[src/rtl/mem_arb_pkg.sv]
// Shared types and defaults for the I/D-cache memory arbiter.
// Optional feature macro: ARB_RR_EN (round-robin arbitration).
package mem_arb_pkg;

    typedef enum logic [1:0] {
        IDLE  = 2'd0,
        ISSUE = 2'd1,
        DRAIN = 2'd2,
        WRITE = 2'd3
    } state_e;

    typedef enum logic {
        OWN_I = 1'b0,
        OWN_D = 1'b1
    } owner_e;

    localparam int ADDR_WIDTH_DEF  = 16;
    localparam int BLOCK_WORDS_DEF = 8;
    localparam int MEM_LAT_DEF     = 4;

    // Requester that wins a tie under round-robin.
    function automatic owner_e rr_winner(input owner_e last);
        return (last == OWN_D) ? OWN_I : OWN_D;
    endfunction

endpackage

[src/rtl/mem_arb_pick.sv]
// Two-requester grant logic; D over I, or round-robin when ARB_RR_EN is defined.
// Macro: ARB_RR_EN.
module mem_arb_pick
    import mem_arb_pkg::*;
(
`ifdef ARB_RR_EN
    input  logic   clk,
    input  logic   rst,
`endif
    input  logic   en_i,
    input  logic   i_req_i,
    input  logic   d_req_i,
    output logic   gnt_o,
    output owner_e own_o
);

    assign gnt_o = en_i & (i_req_i | d_req_i);

`ifdef ARB_RR_EN
    owner_e last_q;

    always_comb begin
        own_o = OWN_D;
        if (i_req_i && d_req_i) begin
            own_o = rr_winner(last_q);
        end else if (i_req_i) begin
            own_o = OWN_I;
        end
    end

    // Reset to OWN_I so the first contest after reset goes to D.
    always_ff @(posedge clk) begin
        if (rst) begin
            last_q <= OWN_I;
        end else if (gnt_o) begin
            last_q <= own_o;
        end
    end
`else
    always_comb begin
        own_o = d_req_i ? OWN_D : OWN_I;
    end
`endif

endmodule

[src/rtl/mem_arbiter.sv]
// Arbitrates I-cache block fills and D-cache fills/writes onto one memory port.
// Macro ARB_RR_EN selects round-robin instead of fixed D-over-I priority.
module mem_arbiter
    import mem_arb_pkg::*;
#(
    parameter int ADDR_WIDTH  = ADDR_WIDTH_DEF,
    parameter int BLOCK_WORDS = BLOCK_WORDS_DEF,
    parameter int MEM_LAT     = MEM_LAT_DEF
) (
    input  logic                           clk,
    input  logic                           rst,
    input  logic                           i_req,
    input  logic [ADDR_WIDTH-1:0]          i_addr,
    input  logic                           d_req,
    input  logic                           d_wr,
    input  logic [ADDR_WIDTH-1:0]          d_addr,
    input  logic [15:0]                    d_wdata,
    output logic [15:0]                    fill_data,
    output logic [$clog2(BLOCK_WORDS)-1:0] fill_idx,
    output logic                           i_fill_vld,
    output logic                           d_fill_vld,
    output logic                           i_done,
    output logic                           d_done,
    output logic                           mem_en,
    output logic                           mem_wr,
    output logic [ADDR_WIDTH-1:0]          mem_addr,
    output logic [15:0]                    mem_wdata,
    input  logic [15:0]                    mem_rdata,
    input  logic                           mem_valid
);

    localparam int IDXW = $clog2(BLOCK_WORDS);
    localparam int OFF  = IDXW + 1;
    localparam int BW   = ADDR_WIDTH - OFF;
    localparam logic [IDXW-1:0] LAST_IDX = IDXW'(BLOCK_WORDS - 1);
    localparam bit LAST_IN_ISSUE = (MEM_LAT == 0);

    state_e          state_q;
    owner_e          own_q;
    logic [BW-1:0]   base_q;
    logic [IDXW-1:0] icnt_q;
    logic [IDXW-1:0] icnt_d;
    logic [IDXW-1:0] rcnt_q;
    logic            mem_en_q;
    logic            mem_wr_q;
    logic [ADDR_WIDTH-1:0] mem_addr_q;
    logic [15:0]     mem_wdata_q;
    logic            wdone_q;

    logic            gnt;
    owner_e          gnt_own;
    logic [BW-1:0]   gnt_base;
    logic            rtn_act;
    logic            rtn_last;
    logic            unused_i_lsb;

    mem_arb_pick u_pick (
`ifdef ARB_RR_EN
        .clk     (clk),
        .rst     (rst),
`endif
        .en_i    (state_q == IDLE),
        .i_req_i (i_req),
        .d_req_i (d_req),
        .gnt_o   (gnt),
        .own_o   (gnt_own)
    );

    // A fill always starts at word 0, so the byte/word offset is dropped.
    assign unused_i_lsb = ^i_addr[OFF-1:0];
    assign gnt_base = (gnt_own == OWN_D) ? d_addr[ADDR_WIDTH-1:OFF]
                                         : i_addr[ADDR_WIDTH-1:OFF];
    assign icnt_d = icnt_q + 1'b1;

    assign rtn_act = !rst && mem_valid &&
                     (state_q == ISSUE || state_q == DRAIN);
    assign rtn_last = rtn_act && (rcnt_q == LAST_IDX) &&
                      (state_q == DRAIN || LAST_IN_ISSUE);

    always_ff @(posedge clk) begin
        if (rst) begin
            state_q     <= IDLE;
            own_q       <= OWN_I;
            base_q      <= '0;
            icnt_q      <= '0;
            rcnt_q      <= '0;
            mem_en_q    <= 1'b0;
            mem_wr_q    <= 1'b0;
            mem_addr_q  <= '0;
            mem_wdata_q <= '0;
            wdone_q     <= 1'b0;
        end else begin
            if (rtn_act) begin
                rcnt_q <= rcnt_q + 1'b1;
            end
            unique case (state_q)
                IDLE: begin
                    if (gnt) begin
                        own_q    <= gnt_own;
                        icnt_q   <= '0;
                        rcnt_q   <= '0;
                        mem_en_q <= 1'b1;
                        if (gnt_own == OWN_D && d_wr) begin
                            state_q     <= WRITE;
                            mem_wr_q    <= 1'b1;
                            mem_addr_q  <= d_addr;
                            mem_wdata_q <= d_wdata;
                            wdone_q     <= 1'b1;
                        end else begin
                            state_q    <= ISSUE;
                            mem_wr_q   <= 1'b0;
                            base_q     <= gnt_base;
                            mem_addr_q <= {gnt_base, {IDXW{1'b0}}, 1'b0};
                        end
                    end
                end
                ISSUE: begin
                    if (icnt_q == LAST_IDX) begin
                        state_q    <= rtn_last ? IDLE : DRAIN;
                        mem_en_q   <= 1'b0;
                        mem_addr_q <= '0;
                    end else begin
                        icnt_q     <= icnt_d;
                        mem_addr_q <= {base_q, icnt_d, 1'b0};
                    end
                end
                DRAIN: begin
                    if (rtn_last) begin
                        state_q <= IDLE;
                    end
                end
                WRITE: begin
                    state_q     <= IDLE;
                    mem_en_q    <= 1'b0;
                    mem_wr_q    <= 1'b0;
                    mem_addr_q  <= '0;
                    mem_wdata_q <= '0;
                    wdone_q     <= 1'b0;
                end
                default: begin
                    state_q <= IDLE;
                end
            endcase
        end
    end

    assign fill_data  = rtn_act ? mem_rdata : '0;
    assign fill_idx   = rtn_act ? rcnt_q : '0;
    assign i_fill_vld = rtn_act && (own_q == OWN_I);
    assign d_fill_vld = rtn_act && (own_q == OWN_D);
    assign i_done     = rtn_last && (own_q == OWN_I);
    assign d_done     = (rtn_last && (own_q == OWN_D)) || wdone_q;

    assign mem_en    = mem_en_q;
    assign mem_wr    = mem_wr_q;
    assign mem_addr  = mem_addr_q;
    assign mem_wdata = mem_wdata_q;

endmodule

[config.mk]
export PLATFORM = sky130hd
export DESIGN_NAME = mem_arbiter
export DESIGN_NICKNAME = d
export VERILOG_FILES = /design/src/rtl/mem_arb_pkg.sv /design/src/rtl/mem_arb_pick.sv /design/src/rtl/mem_arbiter.sv
export SDC_FILE = /design/constraint.sdc
export NUM_CORES = 1
export LEC_CHECK = 0
export CORE_MARGIN = 2
export CORE_UTILIZATION = 56
export DETAILED_ROUTE_END_ITERATION = 8
export DONT_BUFFER_PORTS = 1
export GPL_TIMING_DRIVEN = 0
export HOLD_SLACK_MARGIN = 0.05
export PLACE_DENSITY = 0.71
export SETUP_SLACK_MARGIN = 0.3
export SKIP_CTS_REPAIR_TIMING = 1
export SLEW_MARGIN = 15
export SYNTH_ARGS = -nofsm -noshare
export SYNTH_HDL_FRONTEND = slang
export SYNTH_SLANG_ARGS = --single-unit
[constraint.sdc]
create_clock -name clk -period 2.4 [get_ports clk]
set_clock_uncertainty 0.2 [all_clocks]
set_input_delay 0.72 -clock clk [delete_from_list [all_inputs] [get_ports clk]]
set_output_delay 0.72 -clock clk [all_outputs]
set_load 0.03 [all_outputs]
==> results of run 1 <==
layout by cell type, fill, tap and decap left out, types with 2 or more instances in the layout:
master / netlist / routed
sky130_fd_sc_hd__nand2b_1: 6 / 6
sky130_fd_sc_hd__mux2_2: 7 / 7
sky130_fd_sc_hd__nor2_1: 22 / 22
sky130_fd_sc_hd__clkbuf_8: 0 / 5
sky130_fd_sc_hd__a21oi_2: 10 / 10
sky130_fd_sc_hd__a22oi_1: 16 / 10
sky130_fd_sc_hd__buf_6: 8 / 8
sky130_fd_sc_hd__clkbuf_1: 12 / 9
sky130_fd_sc_hd__a22oi_2: 0 / 6
sky130_fd_sc_hd__buf_4: 1 / 8
sky130_fd_sc_hd__nand2_1: 4 / 3
sky130_fd_sc_hd__nand3_1: 4 / 4
sky130_fd_sc_hd__and2_4: 0 / 19
sky130_fd_sc_hd__inv_2: 2 / 3
sky130_fd_sc_hd__buf_2: 7 / 4
sky130_fd_sc_hd__a211oi_2: 16 / 15
sky130_fd_sc_hd__dfxtp_1: 56 / 54
sky130_fd_sc_hd__mux2_1: 6 / 5
sky130_fd_sc_hd__o31ai_1: 4 / 4
sky130_fd_sc_hd__clkbuf_4: 0 / 3
sky130_fd_sc_hd__nand4_1: 4 / 4
sky130_fd_sc_hd__a211oi_1: 24 / 24
sky130_fd_sc_hd__ha_1: 9 / 7
sky130_fd_sc_hd__inv_1: 17 / 15
sky130_fd_sc_hd__a21oi_1: 15 / 15
sky130_fd_sc_hd__ha_4: 0 / 2
sky130_fd_sc_hd__clkinv_4: 0 / 2
sky130_fd_sc_hd__a32oi_1: 16 / 16
sky130_fd_sc_hd__o21ai_0: 2 / 2
metal layers:
| metal | part of all wire (%) | global-route usage [%] | vias to the layer above |
|---|---|---|---|
| met1 | 46 | 33.8 | 1140 |
| met4 | 0.77 | 5.45 | 0 |
| met2 | 46 | 35.2 | 83 |
| li1 | - | - | 1146 |
| met3 | 7.4 | 5.45 | 5 |
| met5 | 0 | 0 | - |
worst min-delay path, stage by stage (launching register included):
cell and delay, ps:
sky130_fd_sc_hd__dfxtp_1 330, sky130_fd_sc_hd__inv_1 50, sky130_fd_sc_hd__a211oi_1 50
sequential cells by signal (all words and copies together), names as in the netlist:
name / flops
mem_en: 1
state_q: 2
own_q: 1
mem_wr: 1
rcnt_q: 3
wdone_q: 1
mem_wdata: 16
icnt_q: 3
base_q: 12
mem_addr: 16
kinds of logic after synthesis:
group | count (synthesis) | share of synthesized area, %
adder cells (fa/ha/maj) | 9 | 3.84
AO/OA/AOI/OAI | 106 | 29.5
flip-flops | 56 | 38.2
buffers and inverters | 47 | 8.49
AND/OR/NAND/NOR | 72 | 14.6
multiplexers | 14 | 5.34
final timing paths:
kind              slack (ps)  cells after the start                       end                     from
hold / removal           270                      2    base_q[5]$_SDFFE_PP0P_   base_q[5]$_SDFFE_PP0P_
hold reg to reg          270                      2    base_q[5]$_SDFFE_PP0P_   base_q[5]$_SDFFE_PP0P_
setup reg to reg         330                      9  mem_addr[4]$_SDFFE_PP0P_  state_q[1]$_SDFFE_PP0P_
setup / recovery        -240                      5                    i_done  state_q[0]$_SDFFE_PP0P_
power by group through the flow:
stage	Combinational, mW	Clock, mW	Sequential (mW)
2_1_floorplan	1.23	0	1.51
3_3_place_gp	1.46	0	1.54
3_5_place_dp	1.47	0	1.55
4_1_cts	1.48	0.644	1.53
5_1_grt	1.77	0.673	1.56
6_report	1.62	0.642	1.54
through the flow:
| stage | utilization (%) | setup TNS, ps |
|---|---|---|
| floorplan | - | 0 |
| global placement | 61.8 | 0 |
| detailed placement | 61.8 | 0 |
| CTS | 64.1 | -5770 |
| global route | 65.9 | -6000 |
| finish | 65.9 | -4440 |
layout make-up:
cell class | count | area [µm²] | share of cell area, %
Multi-Input combinational cell | 201 | 1710 | 51.1
Sequential cell | 56 | 1130 | 33.7
Buffer | 28 | 194 | 5.80
Tap cell | 70 | 87.6 | 2.62
Inverter | 19 | 73.8 | 2.21
Clock buffer | 5 | 68.8 | 2.06
Clock inverter | 3 | 47.5 | 1.42
Timing Repair Buffer | 5 | 37.5 | 1.12
==> impl_metrics.yaml, run 1 <==
power_and_ir_drop:
  p_total_mw: 3.80
  power.leakage_nw: 1.24
  share_of_power_burned_in_registers_pct: 40.5
  peakVddDrop_mv: 0.551
  clkPwrFrac_pct: 16.9
  power.share.switching_pct: 43.3
  pwr_density_cell_mw_per_mm2: 1140
  internal-power_mw: 2.15
  switchingPower_mw: 1.65
  pwr-share-comb_pct: 42.6
critical_path:
  arrival_time_at_the_worst_endpoint_ps: 1720
  worst_endpoint_required_time_ps: 1480
  critical-path-top-delay-family: "simple AND/OR/NAND/NOR gates"
  type_of_the_worst_setup_path: "reg2out"
  timing.critical_path.buf_inv: 1
  worst_setup_path_start_kind: "flip-flop"
  worst_path_fanout_max: 4
  cp_slowest_cell: "sky130_fd_sc_hd__dfxtp_4"
  slowest_cell_delay_on_critical_path_ps: 390
  crit_chain: "inv_4 > ha_4 > nand2_8 > nor3_4 > and3_4"
  setup.worst_path.end_class: "output port"
run:
  drv.max_cap_violation_count: 0
timing:
  rsz_0062_raised_after_global_routing: "yes"
  postLayoutSetupSlackWorst_ps: -237
  report.final.hold_viol_count: 0
  worstMarginPinSlew_ps: 635
  finalMaxSlewViolations: 0
  timing.slew.headroom_pct: 57.7
  whs_ps: 268
  final.min_clock_period_ps: 2640
  fmax_mhz: 379
  period_share_pct: 110
  report.final.setup_viol: 22
grt:
  grt_pass1_vias: 2229
  global_route_wire_length_before_repair_um: 11200
  track_usage_pct: 23.3
  maximum_number_of_pins_on_one_net_before_global_route_repair: 19
  gr-total-overflow: 0
  antenna_found_initial: 0
yosys:
  synth.top_cell.area_share_pct: 38.2
  synth_edf_count: 0
  yosysWarnings: 0
  async_reset_ff_share_pct: 0
  ys_flop_type: "sky130_fd_sc_hd__dfxtp_1"
  yosysSeqAreaShare_pct: 38.2
  leading_cell_type_by_number_of_instances_after_synthesis: "sky130_fd_sc_hd__dfxtp_1"
  avgSynthCellArea_um2: 9.64
  ys_seq_elements: 56
  mappedNetlistArea_mm2: 0.00293
  synth.net_count: 383
  netlist_top_cells_area: "sky130_fd_sc_hd__dfxtp_1 38%, sky130_fd_sc_hd__a211oi_2 6.8%, sky130_fd_sc_hd__a211oi_1 6.1%"
  synthTopCellsByCount: "56 x sky130_fd_sc_hd__dfxtp_1, 24 x sky130_fd_sc_hd__a211oi_1, 22 x sky130_fd_sc_hd__nor2_1"
  synth_cell_type_count: 40
  synth_top_cell_by_area: "sky130_fd_sc_hd__dfxtp_1"
  synthesis.instances: 304
status:
  status: "finished with violations"
  violations: "negative setup slack"
layout:
  n_antenna_cell: 0
  post-route-cell-area_mm2: 0.00334
  post_route_cells_drive_above_1_share_pct: 34.1
  final-instance-count-excl-fill: 387
  area_delta_synth_final_pct: 14.0
  layout.nets: 395
  n_fill_cell: 443
die:
  placeableCoreArea_mm2: 0.00507
  pin_count: 127
  chipWidth_um: 76.4
  chipHeight_um: 76.4
  die_area_mm2: 0.00583
  floorplan.initialDensity_pct: 57.8
  placement_rows: 26
routing:
  detailed_route_drc_error_count: 0
  route.vias.total: 2374
  routedWlPerCell_um: 18.1
  vias_per_cell: 6.13
  wl_um: 7010
  number_of_search_and_repair_iterations_in_the_first_detailed_routing_pass: 4
  dr.first_iter.drc_count: 87
  ant_nets: 0
place:
  port_buffers: 0
  place_hpwl_um: 4960
  dp.cells: 374
  post_dp_cell_area_mm2: 0.00313
  preCtsSetupSlack_ps: 21.5
  gp_congestion: 0.801
cts:
  buffer_levels_on_the_longest_clock_path: 2
  cts_inserted_buffers: 5
  cts_root_buffer: "sky130_fd_sc_hd__clkbuf_8"
  worstSkewPairLatency_ps: 320
  clk_sinks: 56
  htree_num_levels: 2
  cts_tree: "done"
  worst_setup_hold_path_clk_slew_ps: 110
hold_path:
  worstHoldPathType: "reg2reg"
(Power assumes the default switching activity.)
==> run 2, diff against run 1 <==
--- a/config.mk
+++ b/config.mk
@@ -17,4 +17,5 @@
 export SLEW_MARGIN = 15
 export SYNTH_ARGS = -nofsm -noshare
 export SYNTH_HDL_FRONTEND = slang
+export SYNTH_HIERARCHICAL = 1
 export SYNTH_SLANG_ARGS = --single-unit
==> impl_metrics.yaml, run 2 <==
status:
  status: "finished with violations"
  violations: "negative setup slack"
timing:
  rsz_0062_raised_after_global_routing: "yes"
  whs_ps: 279
  tns_ps: -3040
  fmax_mhz: 385
  finalMaxSlewViolations: 0
  timing.slew.headroom_pct: 65.5
  period_share_pct: 108
  worstMarginPinSlew_ps: 518
  report.final.hold_viol_count: 0
  final.min_clock_period_ps: 2600
  report.final.setup_viol: 22
  postLayoutSetupSlackWorst_ps: -197
cts:
  cts_inserted_buffers: 5
  cts_tree: "done"
  worst_setup_hold_path_clk_slew_ps: 100
  cts_root_buffer: "sky130_fd_sc_hd__clkbuf_8"
  worstSkewPairLatency_ps: 310
  htree_num_levels: 2
  buffer_levels_on_the_longest_clock_path: 2
  clk_sinks: 56
yosys:
  combinational_family_with_the_most_area_after_synthesis: "compound AO/OA/AOI/OAI gates"
  leading_cell_type_by_number_of_instances_after_synthesis: "sky130_fd_sc_hd__dfxtp_1"
  synth_edf_count: 0
  yosysSeqAreaShare_pct: 42.2
  ys_flop_type: "sky130_fd_sc_hd__dfxtp_1"
  synthTopCellsByCount: "56 x sky130_fd_sc_hd__dfxtp_1, 34 x sky130_fd_sc_hd__a21oi_1, 27 x sky130_fd_sc_hd__nor3_1"
  synthesis.instances: 285
  synth-xor-area-share_pct: 0
  muxShareOfSynthArea_pct: 6.26
  synth_fa_ha_area_share_pct: 4.24
  avgSynthCellArea_um2: 9.32
  mappedNetlistArea_mm2: 0.00266
  synth.top_cell.area_share_pct: 42.2
  synth_top_cell_by_area: "sky130_fd_sc_hd__dfxtp_1"
  compound_gate_portion_of_the_synthesized_area_pct: 24.2
  ys_seq_elements: 56
  synth.net_count: 364
  synth_cell_type_count: 36
  yosysWarnings: 6
  synth_simple_gate_area_share_pct: 16.5
  netlist_top_cells_area: "sky130_fd_sc_hd__dfxtp_1 42%, sky130_fd_sc_hd__a21oi_1 6.4%, sky130_fd_sc_hd__a22o_1 5.3%"
  async_reset_ff_share_pct: 0
grt:
  track_usage_pct: 23.3
  gr-total-overflow: 0
  antenna_found_initial: 0
  global_route_wire_length_before_repair_um: 9620
  maximum_number_of_pins_on_one_net_before_global_route_repair: 18
  grt_pass1_vias: 1946
die:
  floorplan.initialDensity_pct: 57.0
  chipWidth_um: 72.9
  chipHeight_um: 72.9
  placement_rows: 25
  pin_count: 127
  die_area_mm2: 0.00531
  placeableCoreArea_mm2: 0.00466
critical_path:
  worst_setup_path_start_kind: "flip-flop"
  setup.worst_path.end_class: "output port"
  setup.reg_to_reg.worst_slack_ps: 410
  slowest_cell_delay_on_critical_path_ps: 360
  arrival_time_at_the_worst_endpoint_ps: 1680
  cp_slowest_cell: "sky130_fd_sc_hd__dfxtp_2"
  worst_endpoint_required_time_ps: 1480
  type_of_the_worst_setup_path: "reg2out"
  worst_path_fanout_max: 3
  crit_chain: "inv_2 > ha_4 > nand2_8 > nor3_4 > and3_4"
layout:
  n_antenna_cell: 0
  layout_common_cells: "54 x sky130_fd_sc_hd__dfxtp_1, 34 x sky130_fd_sc_hd__a21oi_1, 26 x sky130_fd_sc_hd__nor3_1"
  layout.core_utilization_pct: 63.9
  multi_input_area_mm2: 0.00148
  post_route_cells_drive_above_1_share_pct: 23.3
  post-route-cell-area_mm2: 0.00298
  layout.cells.most_common: "sky130_fd_sc_hd__dfxtp_1"
  n_fill_cell: 423
  area.sequential_mm2: 0.00112
  area_delta_synth_final_pct: 12.1
  final-instance-count-excl-fill: 350
  layout.nets: 375
routing:
  routedWlPerCell_um: 18.3
  wl_um: 6390
  vias_per_cell: 6.23
  route.vias.total: 2179
  dr.first_iter.drc_count: 118
  ant_nets: 0
  number_of_search_and_repair_iterations_in_the_first_detailed_routing_pass: 5
  detailed_route_drc_error_count: 0
place:
  post_dp_cell_area_mm2: 0.00284
  gp_congestion: 0.809
  preCtsSetupSlack_ps: 6.11
  dp.cells: 339
  place_hpwl_um: 4690
  port_buffers: 0
hold_path:
  worstHoldPathType: "reg2reg"
power_and_ir_drop:
  p_total_mw: 4.00
  peakVddDrop_mv: 0.611
  power.leakage_nw: 1.23
  pwr_density_cell_mw_per_mm2: 1340
run:
  drv.max_cap_violation_count: 0
run 2: changes by cell type after synthesis, sizes merged, moves of 3 or more:
cell / change
a211oi: -24
a22o: +16
nand2b: -3
nand2: +3
a32oi: -16
inv: -13
nand3: -4
nor2: -19
a21oi: +9
nor3: +26
run 2: logic make-up after synthesis:
| family | Yosys count |
|---|---|
| AO/OA/AOI/OAI | 93 |
| adder cells (fa/ha/maj) | 9 |
| buffers and inverters | 34 |
| flip-flops | 56 |
| multiplexers | 15 |
| AND/OR/NAND/NOR | 78 |
run 2: worst max-delay path, delay by kind of cell, from the launching register on:
kind / cells / cell delay (ps)
and+or+nand+nor: 3 / 680
DFF: 1 / 360
adders and majority gates: 1 / 290
buffers and inverters: 1 / 50
run 2: path summary, 6_finish.rpt:
path                                 from                          to  cells after the start
hold / removal     icnt_q[1]$_SDFFE_PP0P_      icnt_q[1]$_SDFFE_PP0P_                      2
hold reg to reg    icnt_q[1]$_SDFFE_PP0P_      icnt_q[1]$_SDFFE_PP0P_                      2
setup / recovery  state_q[0]$_SDFFE_PP0P_                      i_done                      5
setup reg to reg  state_q[0]$_SDFFE_PP0P_  mem_wdata[14]$_SDFFE_PP0P_                      9
run 2: per-layer routing:
metal / up-vias / GRT usage, % / routed length, µm
met5: - / 0 / 0
met1: 1021 / 35.0 / 2940
met4: 0 / 4.32 / 29
met3: 4 / 4.83 / 484
li1: 1076 / - / -
met2: 78 / 34.7 / 2940
run 2: final cells by class:
class                   instances  area share [%]
multi-input cells             195            49.6
flip-flops and latches         56            37.7
plain buffers                  28            5.79
clock buffers                   5            2.31
well taps                      54            2.27
repair buffers                  4            1.01
inverters                       6           0.756
clock inverters                 2           0.546
run 2: report_power, final:
| group | switching (mW) | internal [mW] |
|---|---|---|
| clock | 0.306 | 0.204 |
| sequential | 0.518 | 1.21 |
| combinational | 1.03 | 0.727 |
| total | 1.86 | 2.15 |
